[src/rtl/uc_implied_collector.sv]
// Per-engine implied-literal FIFOs feeding the unit-clause arbiter, either
// selected by the arbiter's engine mask or drained round-robin in PQ mode.
module uc_implied_collector #(
  parameter int NUM_ENGINE  = 4,
  parameter int LIT_IDX_MAX = 32,
  parameter int DEPTH       = 4,
  parameter int LIT_W       = $clog2(LIT_IDX_MAX) + 1
) (
  input  logic                            clk,
  input  logic                            rst,
  input  logic [NUM_ENGINE-1:0]           eng_push,
  input  logic [NUM_ENGINE-1:0][LIT_W-1:0] eng_lit,
  input  logic                            flush,
  input  logic                            input_mode,
  input  logic [NUM_ENGINE-1:0]           engmask,
  input  logic                            uca_take,
  output logic [LIT_W-1:0]                eng2uca,
  output logic                            eng2uca_valid,
  output logic                            eng2uca_empty,
  output logic [NUM_ENGINE-1:0]           eng2uca_full,
  output logic                            overflow,
  output logic                            dbg_state
);

  localparam int PW = $clog2(DEPTH);
  localparam int CW = $clog2(DEPTH + 1);
  localparam int RW = (NUM_ENGINE > 1) ? $clog2(NUM_ENGINE) : 1;
  localparam logic [CW-1:0] FULL_CNT = CW'(DEPTH);

  typedef enum logic {
    ST_MASK = 1'b0,
    ST_PQ   = 1'b1
  } state_t;

  state_t r_state;
  state_t w_state_next;

  logic [LIT_W-1:0] r_mem   [NUM_ENGINE][DEPTH];
  logic [PW-1:0]    r_wptr  [NUM_ENGINE];
  logic [PW-1:0]    r_rptr  [NUM_ENGINE];
  logic [CW-1:0]    r_count [NUM_ENGINE];
  logic [RW-1:0]    r_rr;
  logic [LIT_W-1:0] r_pq_lit;
  logic             r_pq_valid;
  logic             r_overflow;

  logic [NUM_ENGINE-1:0] w_nonempty;
  logic [NUM_ENGINE-1:0] w_full;
  logic [NUM_ENGINE-1:0] w_push_req;
  logic [NUM_ENGINE-1:0] w_push_ok;
  logic [NUM_ENGINE-1:0] w_pop;
  logic [LIT_W-1:0]      w_head [NUM_ENGINE];
  logic                  w_overflow_evt;

  logic [RW-1:0]    w_sel;
  logic             w_sel_hit;
  logic [RW-1:0]    w_grant;
  logic             w_grant_hit;
  logic [RW-1:0]    w_rr_next;
  logic             w_pq_load;
  logic             w_mask_empty;
  logic [LIT_W-1:0] w_mask_lit;

  // A zero literal is not a legal push; a full FIFO only accepts when it pops.
  always_comb begin
    w_overflow_evt = 1'b0;
    for (int i = 0; i < NUM_ENGINE; i++) begin
      w_nonempty[i] = (r_count[i] != '0);
      w_full[i]     = (r_count[i] == FULL_CNT);
      w_head[i]     = r_mem[i][r_rptr[i]];
      w_push_req[i] = eng_push[i] && (eng_lit[i] != '0);
      w_push_ok[i]  = w_push_req[i] && (!w_full[i] || w_pop[i]);
      if (w_push_req[i] && w_full[i] && !w_pop[i]) begin
        w_overflow_evt = 1'b1;
      end
    end
  end

  // Lowest set bit of engmask wins.
  always_comb begin
    w_sel_hit = 1'b0;
    w_sel     = '0;
    for (int i = NUM_ENGINE - 1; i >= 0; i--) begin
      if (engmask[i]) begin
        w_sel_hit = 1'b1;
        w_sel     = RW'(i);
      end
    end
  end

  // Round-robin search starting at r_rr; descending scan leaves the nearest hit.
  always_comb begin
    w_grant_hit = 1'b0;
    w_grant     = '0;
    for (int k = NUM_ENGINE - 1; k >= 0; k--) begin
      if (w_nonempty[(int'(r_rr) + k) % NUM_ENGINE]) begin
        w_grant_hit = 1'b1;
        w_grant     = RW'((int'(r_rr) + k) % NUM_ENGINE);
      end
    end
    w_rr_next = (w_grant == RW'(NUM_ENGINE - 1)) ? '0 : w_grant + 1'b1;
  end

  always_comb begin
    w_state_next  = r_state;
    w_pop         = '0;
    w_pq_load     = 1'b0;
    w_mask_empty  = !(w_sel_hit && w_nonempty[w_sel]);
    w_mask_lit    = w_mask_empty ? '0 : w_head[w_sel];
    eng2uca       = w_mask_lit;
    eng2uca_empty = w_mask_empty;
    case (r_state)
      ST_MASK: begin
        if (input_mode) w_state_next = ST_PQ;
        if (uca_take && !w_mask_empty) w_pop[w_sel] = 1'b1;
      end
      ST_PQ: begin
        eng2uca       = r_pq_lit;
        eng2uca_empty = !(|w_nonempty) && !r_pq_valid;
        // Leaving PQ pops nothing so no literal is lost on the way out.
        if (!input_mode) begin
          w_state_next = ST_MASK;
        end else if (w_grant_hit) begin
          w_pop[w_grant] = 1'b1;
          w_pq_load      = 1'b1;
        end
      end
      default: w_state_next = ST_MASK;
    endcase
    if (flush) begin
      w_state_next = r_state;
      w_pop        = '0;
      w_pq_load    = 1'b0;
    end
  end

  always_ff @(posedge clk or posedge rst) begin
    if (rst) begin
      r_state    <= ST_MASK;
      r_rr       <= '0;
      r_pq_lit   <= '0;
      r_pq_valid <= 1'b0;
      r_overflow <= 1'b0;
      for (int i = 0; i < NUM_ENGINE; i++) begin
        r_wptr[i]  <= '0;
        r_rptr[i]  <= '0;
        r_count[i] <= '0;
      end
    end else begin
      r_state <= w_state_next;
      if (flush) begin
        r_rr       <= '0;
        r_pq_lit   <= '0;
        r_pq_valid <= 1'b0;
        r_overflow <= 1'b0;
        for (int i = 0; i < NUM_ENGINE; i++) begin
          r_wptr[i]  <= '0;
          r_rptr[i]  <= '0;
          r_count[i] <= '0;
        end
      end else begin
        for (int i = 0; i < NUM_ENGINE; i++) begin
          if (w_push_ok[i]) r_wptr[i] <= r_wptr[i] + 1'b1;
          if (w_pop[i])     r_rptr[i] <= r_rptr[i] + 1'b1;
          r_count[i] <= r_count[i] + CW'(w_push_ok[i]) - CW'(w_pop[i]);
        end
        if (w_overflow_evt) r_overflow <= 1'b1;
        r_pq_valid <= w_pq_load;
        if (w_pq_load) begin
          r_pq_lit <= w_head[w_grant];
          r_rr     <= w_rr_next;
        end
      end
    end
  end

  always_ff @(posedge clk) begin
    for (int i = 0; i < NUM_ENGINE; i++) begin
      if (!flush && w_push_ok[i]) r_mem[i][r_wptr[i]] <= eng_lit[i];
    end
  end

  assign eng2uca_valid = r_pq_valid;
  assign eng2uca_full  = w_full;
  assign overflow      = r_overflow;
  assign dbg_state     = r_state;

endmodule

[config.mk]
export PLATFORM = sky130hd
export DESIGN_NAME = uc_implied_collector
export DESIGN_NICKNAME = d
export VERILOG_FILES = /design/src/rtl/uc_implied_collector.sv
export SDC_FILE = /design/constraint.sdc
export NUM_CORES = 1
export LEC_CHECK = 0
export CAP_MARGIN = 10
export CELL_PAD_IN_SITES_DETAIL_PLACEMENT = 0
export CELL_PAD_IN_SITES_GLOBAL_PLACEMENT = 1
export CORE_MARGIN = 5
export CORE_UTILIZATION = 49
export DETAILED_ROUTE_END_ITERATION = 7
export PLACE_DENSITY_LB_ADDON = 0.1
export SKIP_CTS_REPAIR_TIMING = 1
export SLEW_MARGIN = 20
export SYNTH_ARGS = -nofsm -noshare
export SYNTH_HDL_FRONTEND = slang
export SYNTH_SLANG_ARGS = --single-unit
[constraint.sdc]
create_clock -name clk -period 4.2 [get_ports clk]
set_clock_uncertainty 0.1 [all_clocks]
set_input_delay 0.84 -clock clk [delete_from_list [all_inputs] [get_ports clk]]
set_output_delay 0.84 -clock clk [all_outputs]
set_load 0.01 [all_outputs]
==> results of run 1 <==
## synthesized netlist by cell type (5+ instances only)
master    number
a21oi_1       11
and2_1        16
clkbuf_1      16
dfrtp_1       39
edfxtp_1      96
ha_1          23
inv_1         29
mux2i_1       16
mux4_2        24
nand2_1       16
nand2b_1      10
nand3b_1       7
nor2_1        45
nor2b_1       10
nor3_1         8
nor3b_1        8
o21ai_0        9
o221ai_1       6
o22ai_1        5
o31ai_1        7
or3_1          5
xnor2_1       10
xor2_1         5
## per-stage QoR
step | instance area (µm²) | instances | hold slack [ns] | utilization, % | power, mW
floorplan | 6560 | 477 | 0.386 | - | 2.84
global placement | 7330 | 701 | 0.403 | 55.6 | 3.28
detailed placement | 7330 | 701 | 0.417 | 55.6 | 3.31
CTS | 7890 | 733 | 0.429 | 59.8 | 4.70
global route | 7910 | 733 | 0.452 | 59.9 | 4.93
finish | 7910 | 733 | 0.428 | 59.9 | 4.67
## layer usage
layer / global-route usage [%] / routed length (µm) / up-vias
li1: - / - / 1913
met3: 5.17 / 735 / 18
met2: 27.5 / 6410 / 95
met5: 0 / 0 / -
met1: 25.0 / 6260 / 2022
met4: 6.19 / 257 / 0
## cell families (layout without fill, tap and decap cells)
group	after synthesis	count (layout)	synth area share (%)
adders and majority gates	27	27	5.61
xor gates and xnor gates	15	15	2.00
buffers and inverters	50	130	3.01
AOI/OAI and AO/OA	65	65	7.61
muxes	44	44	11.4
DFF	135	135	58.8
and+or+nand+nor	141	141	11.6
## worst max path at each step
stage	to	start	slack, ns	cells after the start
final	eng2uca[4]	engmask[2]	0.12	6
after detailed placement	eng2uca[4]	engmask[2]	-0.04	6
after global placement	eng2uca[5]	engmask[2]	0.11	6
after floorplan	r_count[5]	r_count[10]	0.64	15
after CTS	eng2uca[4]	engmask[2]	-0.06	6
after global routing	eng2uca[3]	engmask[2]	0.06	6
## critical path, cell delays in order
cell and delay, ns:
clkdlybuf4s50_1 0.56, nor3_1 0.10, o21a_1 0.19, or4_4 0.58
o31ai_2 0.29, clkdlybuf4s50_1 0.58
## state kept, by name, summed over array words and instances (netlist names)
signal and cells:
eng2uca_valid 1, r_rptr 8, r_rr 2, overflow 1, r_pq_lit 6, r_mem 96, r_count 12, r_wptr 8
dbg_state 1
## cell type report
type | instances | area, µm² | area share [%]
inverter | 30 | 118 | 1.49
sequential | 135 | 3860 | 48.8
clock buffer | 18 | 429 | 5.43
multi-input combinational | 292 | 2520 | 31.9
tap | 176 | 220 | 2.79
timing repair buffer | 68 | 631 | 7.98
clock inverter | 14 | 129 | 1.63
## power by group
group	internal [mW]	total, mW	switching [mW]
clock network	0.815	1.38	0.560
logic	0.729	1.51	0.779
registers	1.60	1.78	0.181
==> results.yml, run 1 <==
min_path:
  hp-class: "reg -> reg"
  min_to: "r_pq_lit[1]"
  min_path_cells: 2
  hold_start: "r_pq_lit[1]"
detailed_routing:
  drt_wl_total_mm: 13.7
  drtAntennaViolNets: 0
  via_per_inst: 5.52
  drtIter0Drc: 373
  drcViolationCount: 0
  first_pass_iters: 4
  vias: 4048
  wl_per_cell_um: 18.6
finish:
  nNetsFinal: 608
  fillers: 1051
  diodes: 0
  drive_gt1_share_pct: 16.3
  area_growth_pct: 20.5
  layout_common_cells: "edfxtp_1 (96), clkdlybuf4s50_1 (49), nor2_1 (45), dfrtp_1 (39), inv_1 (29)"
  final_common_cell: "edfxtp_1"
floorplanning:
  row_count: 42
  die_w_um: 126
  coreArea_um2: 13200
  start_util_pct: 49.8
  die_y_um: 126
  fp.dieArea_um2: 15800
  pin_count: 51
timing:
  drv_slew: 0
  setup_ws_ns: 0.123
  setup-tns-final_ns: 0
  fin_crit_ns: 4.08
  rsz0062_at_grt: "false"
  setup_viol: 0
  hold_viol_final: 0
  period_share_pct: 97.1
  max_clock_freq_mhz: 245
  relSlewSlack_pct: 46.3
  max_slew.worst_pin.slew_ns: 0.804
yosys:
  synth_cell_types: 60
  synth-async-reset-ratio_pct: 28.9
  synth-edff-count: 96
  yosys.area.top_type: "edfxtp_1"
  synthCells: 477
  synthesis.nets: 541
  ys_seq_area_share_pct: 58.8
  synthTopCellsByArea: "edfxtp_1 (44%), dfrtp_1 (15%), mux4_2 (8.2%)"
  syn_area_um2: 6560
  yosys_warnings: 0
  syn_area_per_cell_um2: 13.8
  synthDominantCellAreaShare_pct: 43.9
  synth_ff_type: "edfxtp_1"
  ys_seq_elements: 135
placement:
  post-place-ws_ns: -0.0358
  post-dp-hpwl_mm: 10.0
  io_buffers: 50
  gp_congestion: 0.886
global_route:
  grt_pass1_wl_mm: 22.0
  grt_max_degree: 40
  grt_pass1_vias: 4050
  grt_use_total_pct: 18.0
  antenna_found_initial: 0
  overflow: 0
clock_network:
  cts-buffers-inserted: 17
  cts_buffer_depth: 2
  insertion_delay_ns: 0.42
  root_buffer: "clkbuf_16"
  cts.clk_slew.worst_paths_ns: 0.06
  cts_max_level: 4
  cts_tree: "built"
  clock-sinks: 135
status:
  outcome: "finished, final reports clean"
power:
  ir_drop_uv: 337
  p_per_area_nw_per_um2: 590
  power_leakage_nw: 2.92
setup_path:
  reg2reg_from: "r_count[4]"
  ff2ff_path_depth: 14
  r2r-end: "r_count[8]"
  critical_path.max_fanout: 7
  reg2reg_slack_ns: 0.66
  criticalPathCategory: "in -> out"
  cp-start-kind: "input pin"
  crit_arrival_ns: 3.14
  end_kind: "primary output"
  worst_ep_required_time_ns: 3.26
job:
  max_cap_viol_count: 0
No activity file was read; power rests on OpenSTA's default activity.
==> inputs of run 2 (changes only) <==
--- a/config.mk
+++ b/config.mk
@@ -11,7 +11,7 @@
 export CORE_MARGIN = 5
 export CORE_UTILIZATION = 49
 export DETAILED_ROUTE_END_ITERATION = 7
-export PLACE_DENSITY_LB_ADDON = 0.1
+export PLACE_DENSITY = 0.86
 export SKIP_CTS_REPAIR_TIMING = 1
 export SLEW_MARGIN = 20
 export SYNTH_ARGS = -nofsm -noshare
==> run 2 against run 1 <==
- power increased by 3.6%
- clock power increased by 13%
- count of clock-buffer cells in the layout unchanged
- sequential power about the same
- sequential share of layout area decreased by 0.34 points
- first-iteration DRC count decreased by 2.7%
- combinational power about the same
- register-to-register slack got worse by 0.11 ns
- critical path depth increased by 2
- largest power group unchanged
==> results.yml, run 2 (synthesis results as in run 1) <==
detailed_routing:
  vias: 4085
  wl_per_cell_um: 19.1
  drtIter0Drc: 363
  via_per_inst: 5.58
  drt_wl_total_mm: 14.0
  drcViolationCount: 0
  drtAntennaViolNets: 0
  first_pass_iters: 5
timing:
  fin_crit_ns: 4.08
  hold_viol_final: 0
  relSlewSlack_pct: 52.7
  drv_slew: 0
  period_share_pct: 97.1
  rsz0062_at_grt: "false"
  max_clock_freq_mhz: 245
  max_slew.worst_pin.slew_ns: 0.708
  setup_viol: 0
  setup_ws_ns: 0.123
status:
  outcome: "finished, final reports clean"
clock_network:
  insertion_delay_ns: 0.41
  root_buffer: "clkbuf_16"
  cts_tree: "built"
  clock-sinks: 135
  cts-buffers-inserted: 17
  cts_buffer_depth: 2
  cts.clk_slew.worst_paths_ns: 0.06
  cts_max_level: 4
setup_path:
  cp-start-kind: "input pin"
  critical_path.max_fanout: 7
  crit_arrival_ns: 3.14
  end_kind: "primary output"
  reg2reg_slack_ns: 0.55
  criticalPathCategory: "in -> out"
  worst_ep_required_time_ns: 3.26
global_route:
  grt_use_total_pct: 18.6
  antenna_found_initial: 0
  grt_pass1_vias: 4226
  overflow: 0
  grt_pass1_wl_mm: 22.7
  grt_max_degree: 40
placement:
  post-place-ws_ns: -0.00180
  gp_congestion: 0.958
  io_buffers: 50
  post_dp_cell_area_um2: 7330
  post-dp-hpwl_mm: 10.2
finish:
  area_growth_pct: 21.3
  final_cell_area_um2: 7960
  largest_register_ffs: 96
  final_common_cell: "edfxtp_1"
  drive_gt1_share_pct: 15.8
  nNetsFinal: 607
  diodes: 0
  layout_common_cells: "edfxtp_1 (96), clkdlybuf4s50_1 (49), nor2_1 (45), dfrtp_1 (39), inv_1 (29)"
power:
  power_mw: 4.83
  power_leakage_nw: 2.95
  ir_drop_uv: 282
  p_per_area_nw_per_um2: 607
floorplanning:
  start_util_pct: 49.8
  die_w_um: 126
  coreArea_um2: 13200
  row_count: 42
  fp.dieArea_um2: 15800
  die_y_um: 126
  pin_count: 51
min_path:
  hp-class: "reg -> reg"
job:
  max_cap_viol_count: 0
[run 2: changes by cell type in the layout (fill, tap and decap cells not counted), moves of 2 or more]
cell / change
bufinv_16: +3
clkinv_4: -4
clkinv_2: -2
inv_6: +3
[run 2: per-layer routing]
metal  vias to the layer above  GRT usage [%]  part of all wire, %
met5                         -              0                    0
met4                         0           6.51                  1.9
met3                        17           4.91                  4.6
met2                       105           30.8                   51
met1                      2058           23.9                   43
li1                       1905              -                    -
[run 2: stage by stage]
step            TNS (ns)  hold WS, ns  utilization, %  cells
2_1_floorplan          0        0.386               -    477
3_3_place_gp           0        0.405            55.5    700
3_5_place_dp    -0.00180        0.423            55.5    700
4_1_cts        -0.000560        0.444            60.3    732
5_1_grt                0        0.466            60.3    732
6_report               0        0.445            60.3    732
[run 2: critical path: stages]
cell and delay [ns]:
clkdlybuf4s50_1 0.50, buf_4 0.13, inv_1 0.04, o21ai_0 0.18
a21oi_1 0.08, or4_4 0.49, o31ai_2 0.30, clkdlybuf4s50_1 0.58
[run 2: where the power goes]
| part | internal [mW] | total (mW) | switching (mW) |
|---|---|---|---|
| clock | 0.999 | 1.56 | 0.565 |
| sequential | 1.60 | 1.77 | 0.166 |
| combinational | 0.713 | 1.50 | 0.789 |
[run 2: cell type report]
| class | count | area [µm²] |
|---|---|---|
| Timing Repair Buffer | 67 | 623 |
| Clock inverter | 14 | 196 |
| Multi-Input combinational cell | 292 | 2510 |
| Fill cell | 1019 | 5230 |
| Sequential cell | 135 | 3860 |
| Inverter | 30 | 118 |
| Tap cell | 176 | 220 |
| Clock buffer | 18 | 429 |
[run 2: path summary, 6_finish.rpt]
| kind | startpoint | end | cells past startpoint |
|---|---|---|---|
| worst max-delay path | engmask[2] | eng2uca[4] | 8 |
| worst min-delay path | r_pq_lit[1] | r_pq_lit[1] | 2 |
| worst max register to register | r_count[10] | r_count[5] | 14 |
| worst min register to register | r_pq_lit[1] | r_pq_lit[1] | 2 |
| max in group asynchronous | rst | r_wptr[5] | 3 |
| min in group asynchronous | rst | r_count[4] | 3 |
==> inputs of run 3 (changes only) <==
--- a/config.mk
+++ b/config.mk
@@ -11,7 +11,9 @@
 export CORE_MARGIN = 5
 export CORE_UTILIZATION = 49
 export DETAILED_ROUTE_END_ITERATION = 7
+export GPL_ROUTABILITY_DRIVEN = 0
 export PLACE_DENSITY = 0.86
+export SETUP_SLACK_MARGIN = 0.2
 export SKIP_CTS_REPAIR_TIMING = 1
 export SLEW_MARGIN = 20
 export SYNTH_ARGS = -nofsm -noshare
==> run 3 against run 2 <==
- die area did not move
- sequential cell count stayed put
- cell area increased by 0.16%
- hold slack lost 0.0016 ns
- critical path depth unchanged
- combinational power about the same
- highest routed layer unchanged
==> results.yml, run 3 (synthesis results as in run 1) <==
finish:
  final_util_pct: 60.4
  largest_register_ffs: 96
  fillers: 1023
  multi_input_area_um2: 2510
  nNetsFinal: 607
  drive_gt1_share_pct: 15.8
  layout_common_cells: "edfxtp_1 (96), nor2_1 (45), clkdlybuf4s50_1 (44), dfrtp_1 (39), inv_1 (29)"
  final_common_cell: "edfxtp_1"
  area_growth_pct: 21.5
  final_cell_area_um2: 7970
  seq_area_um2: 3860
  diodes: 0
min_path:
  hp-class: "reg -> reg"
placement:
  post_dp_cell_area_um2: 7330
  io_buffers: 50
  post-dp-hpwl_mm: 10.2
detailed_routing:
  drtAntennaViolNets: 0
  drt_wl_total_mm: 14.0
  vias: 4089
  drcViolationCount: 0
  wl_per_cell_um: 19.1
  via_per_inst: 5.59
  first_pass_iters: 4
  drtIter0Drc: 382
setup_path:
  end_kind: "primary output"
  crit_arrival_ns: 3.14
  criticalPathCategory: "in -> out"
  worst_ep_required_time_ns: 3.26
  cp-start-kind: "input pin"
  critical_path.max_fanout: 7
floorplanning:
  fp.dieArea_um2: 15800
  pin_count: 51
  die_w_um: 126
  die_y_um: 126
  row_count: 42
  start_util_pct: 49.8
  coreArea_um2: 13200
clock_network:
  root_buffer: "clkbuf_16"
  cts_tree: "built"
  insertion_delay_ns: 0.41
  cts_buffer_depth: 2
  cts_max_level: 4
  cts-buffers-inserted: 17
  cts.clk_slew.worst_paths_ns: 0.06
  clock-sinks: 135
timing:
  rsz0062_at_grt: "true"
  max_slew.worst_pin.slew_ns: 0.708
  hold_viol_final: 0
  relSlewSlack_pct: 52.7
  drv_slew: 0
  period_share_pct: 97.2
  fin_crit_ns: 4.08
  max_clock_freq_mhz: 245
  setup_viol: 0
global_route:
  grt_use_total_pct: 18.6
  grt_pass1_vias: 4226
  antenna_found_initial: 0
  grt_max_degree: 40
  overflow: 0
  grt_pass1_wl_mm: 22.7
power:
  p_per_area_nw_per_um2: 605
  power_leakage_nw: 3.03
  ir_drop_uv: 283
job:
  max_cap_viol_count: 0
status:
  outcome: "finished, final reports clean"
-- run 3: cell count changes in the layout (fill, tap and decap cells not counted) --
cell             delta
dlymetal6s2s_1      +5
clkdlybuf4s50_1     -5
-- run 3: cell type report --
cell class              count  share of cell area [%]
clock buffers              18                    5.38
clock inverters            14                    2.46
inverters                  30                    1.48
multi-input cells         292                    31.5
flip-flops and latches    135                    48.4
well taps                 176                    2.76
repair buffers             67                    7.97
-- run 3: where the power goes --
part,internal [mW],switching [mW]
Combinational,0.707,0.785
Sequential,1.60,0.166
Clock,0.999,0.569
-- run 3: worst max-delay path, stage by stage --
cell and delay [ns]:
clkdlybuf4s50_1 0.50, buf_4 0.13, inv_1 0.04, o21ai_0 0.18, a21oi_1 0.07, or4_4 0.49, o31ai_2 0.31, clkdlybuf4s50_1 0.58
-- run 3: path summary, 6_finish.rpt --
kind                        startpoint           to  slack (ns)  cells past startpoint
setup / recovery            engmask[2]   eng2uca[4]        0.12                      8
hold / removal             r_pq_lit[0]  r_pq_lit[0]        0.44                      2
setup reg to reg           r_count[10]   r_count[5]        0.55                     14
hold reg to reg            r_pq_lit[0]  r_pq_lit[0]        0.44                      2
max in group asynchronous          rst    r_wptr[5]        2.86                      3
min in group asynchronous          rst   r_count[4]        0.76                      3
-- run 3: through the flow --
stage                     instances  setup TNS [ns]  power, mW  setup slack (ns)  hold slack, ns
after floorplan                 477               0       2.84             0.636           0.386
after global placement          700               0       3.24             0.132           0.405
after detailed placement        700        -0.00180       3.28          -0.00180           0.423
after CTS                       732       -0.000560       4.85         -0.000560           0.444
after global routing            732               0       5.09            0.0258           0.466
final                           732               0       4.83             0.119           0.444
-- run 3: routing by layer --
layer | share of wire [%] | vias up | track usage (%)
met4 | 2.0 | 0 | 6.51
li1 | - | 1904 | -
met3 | 4.9 | 19 | 4.91
met1 | 42 | 2074 | 23.9
met2 | 51 | 92 | 30.8
met5 | 0 | - | 0
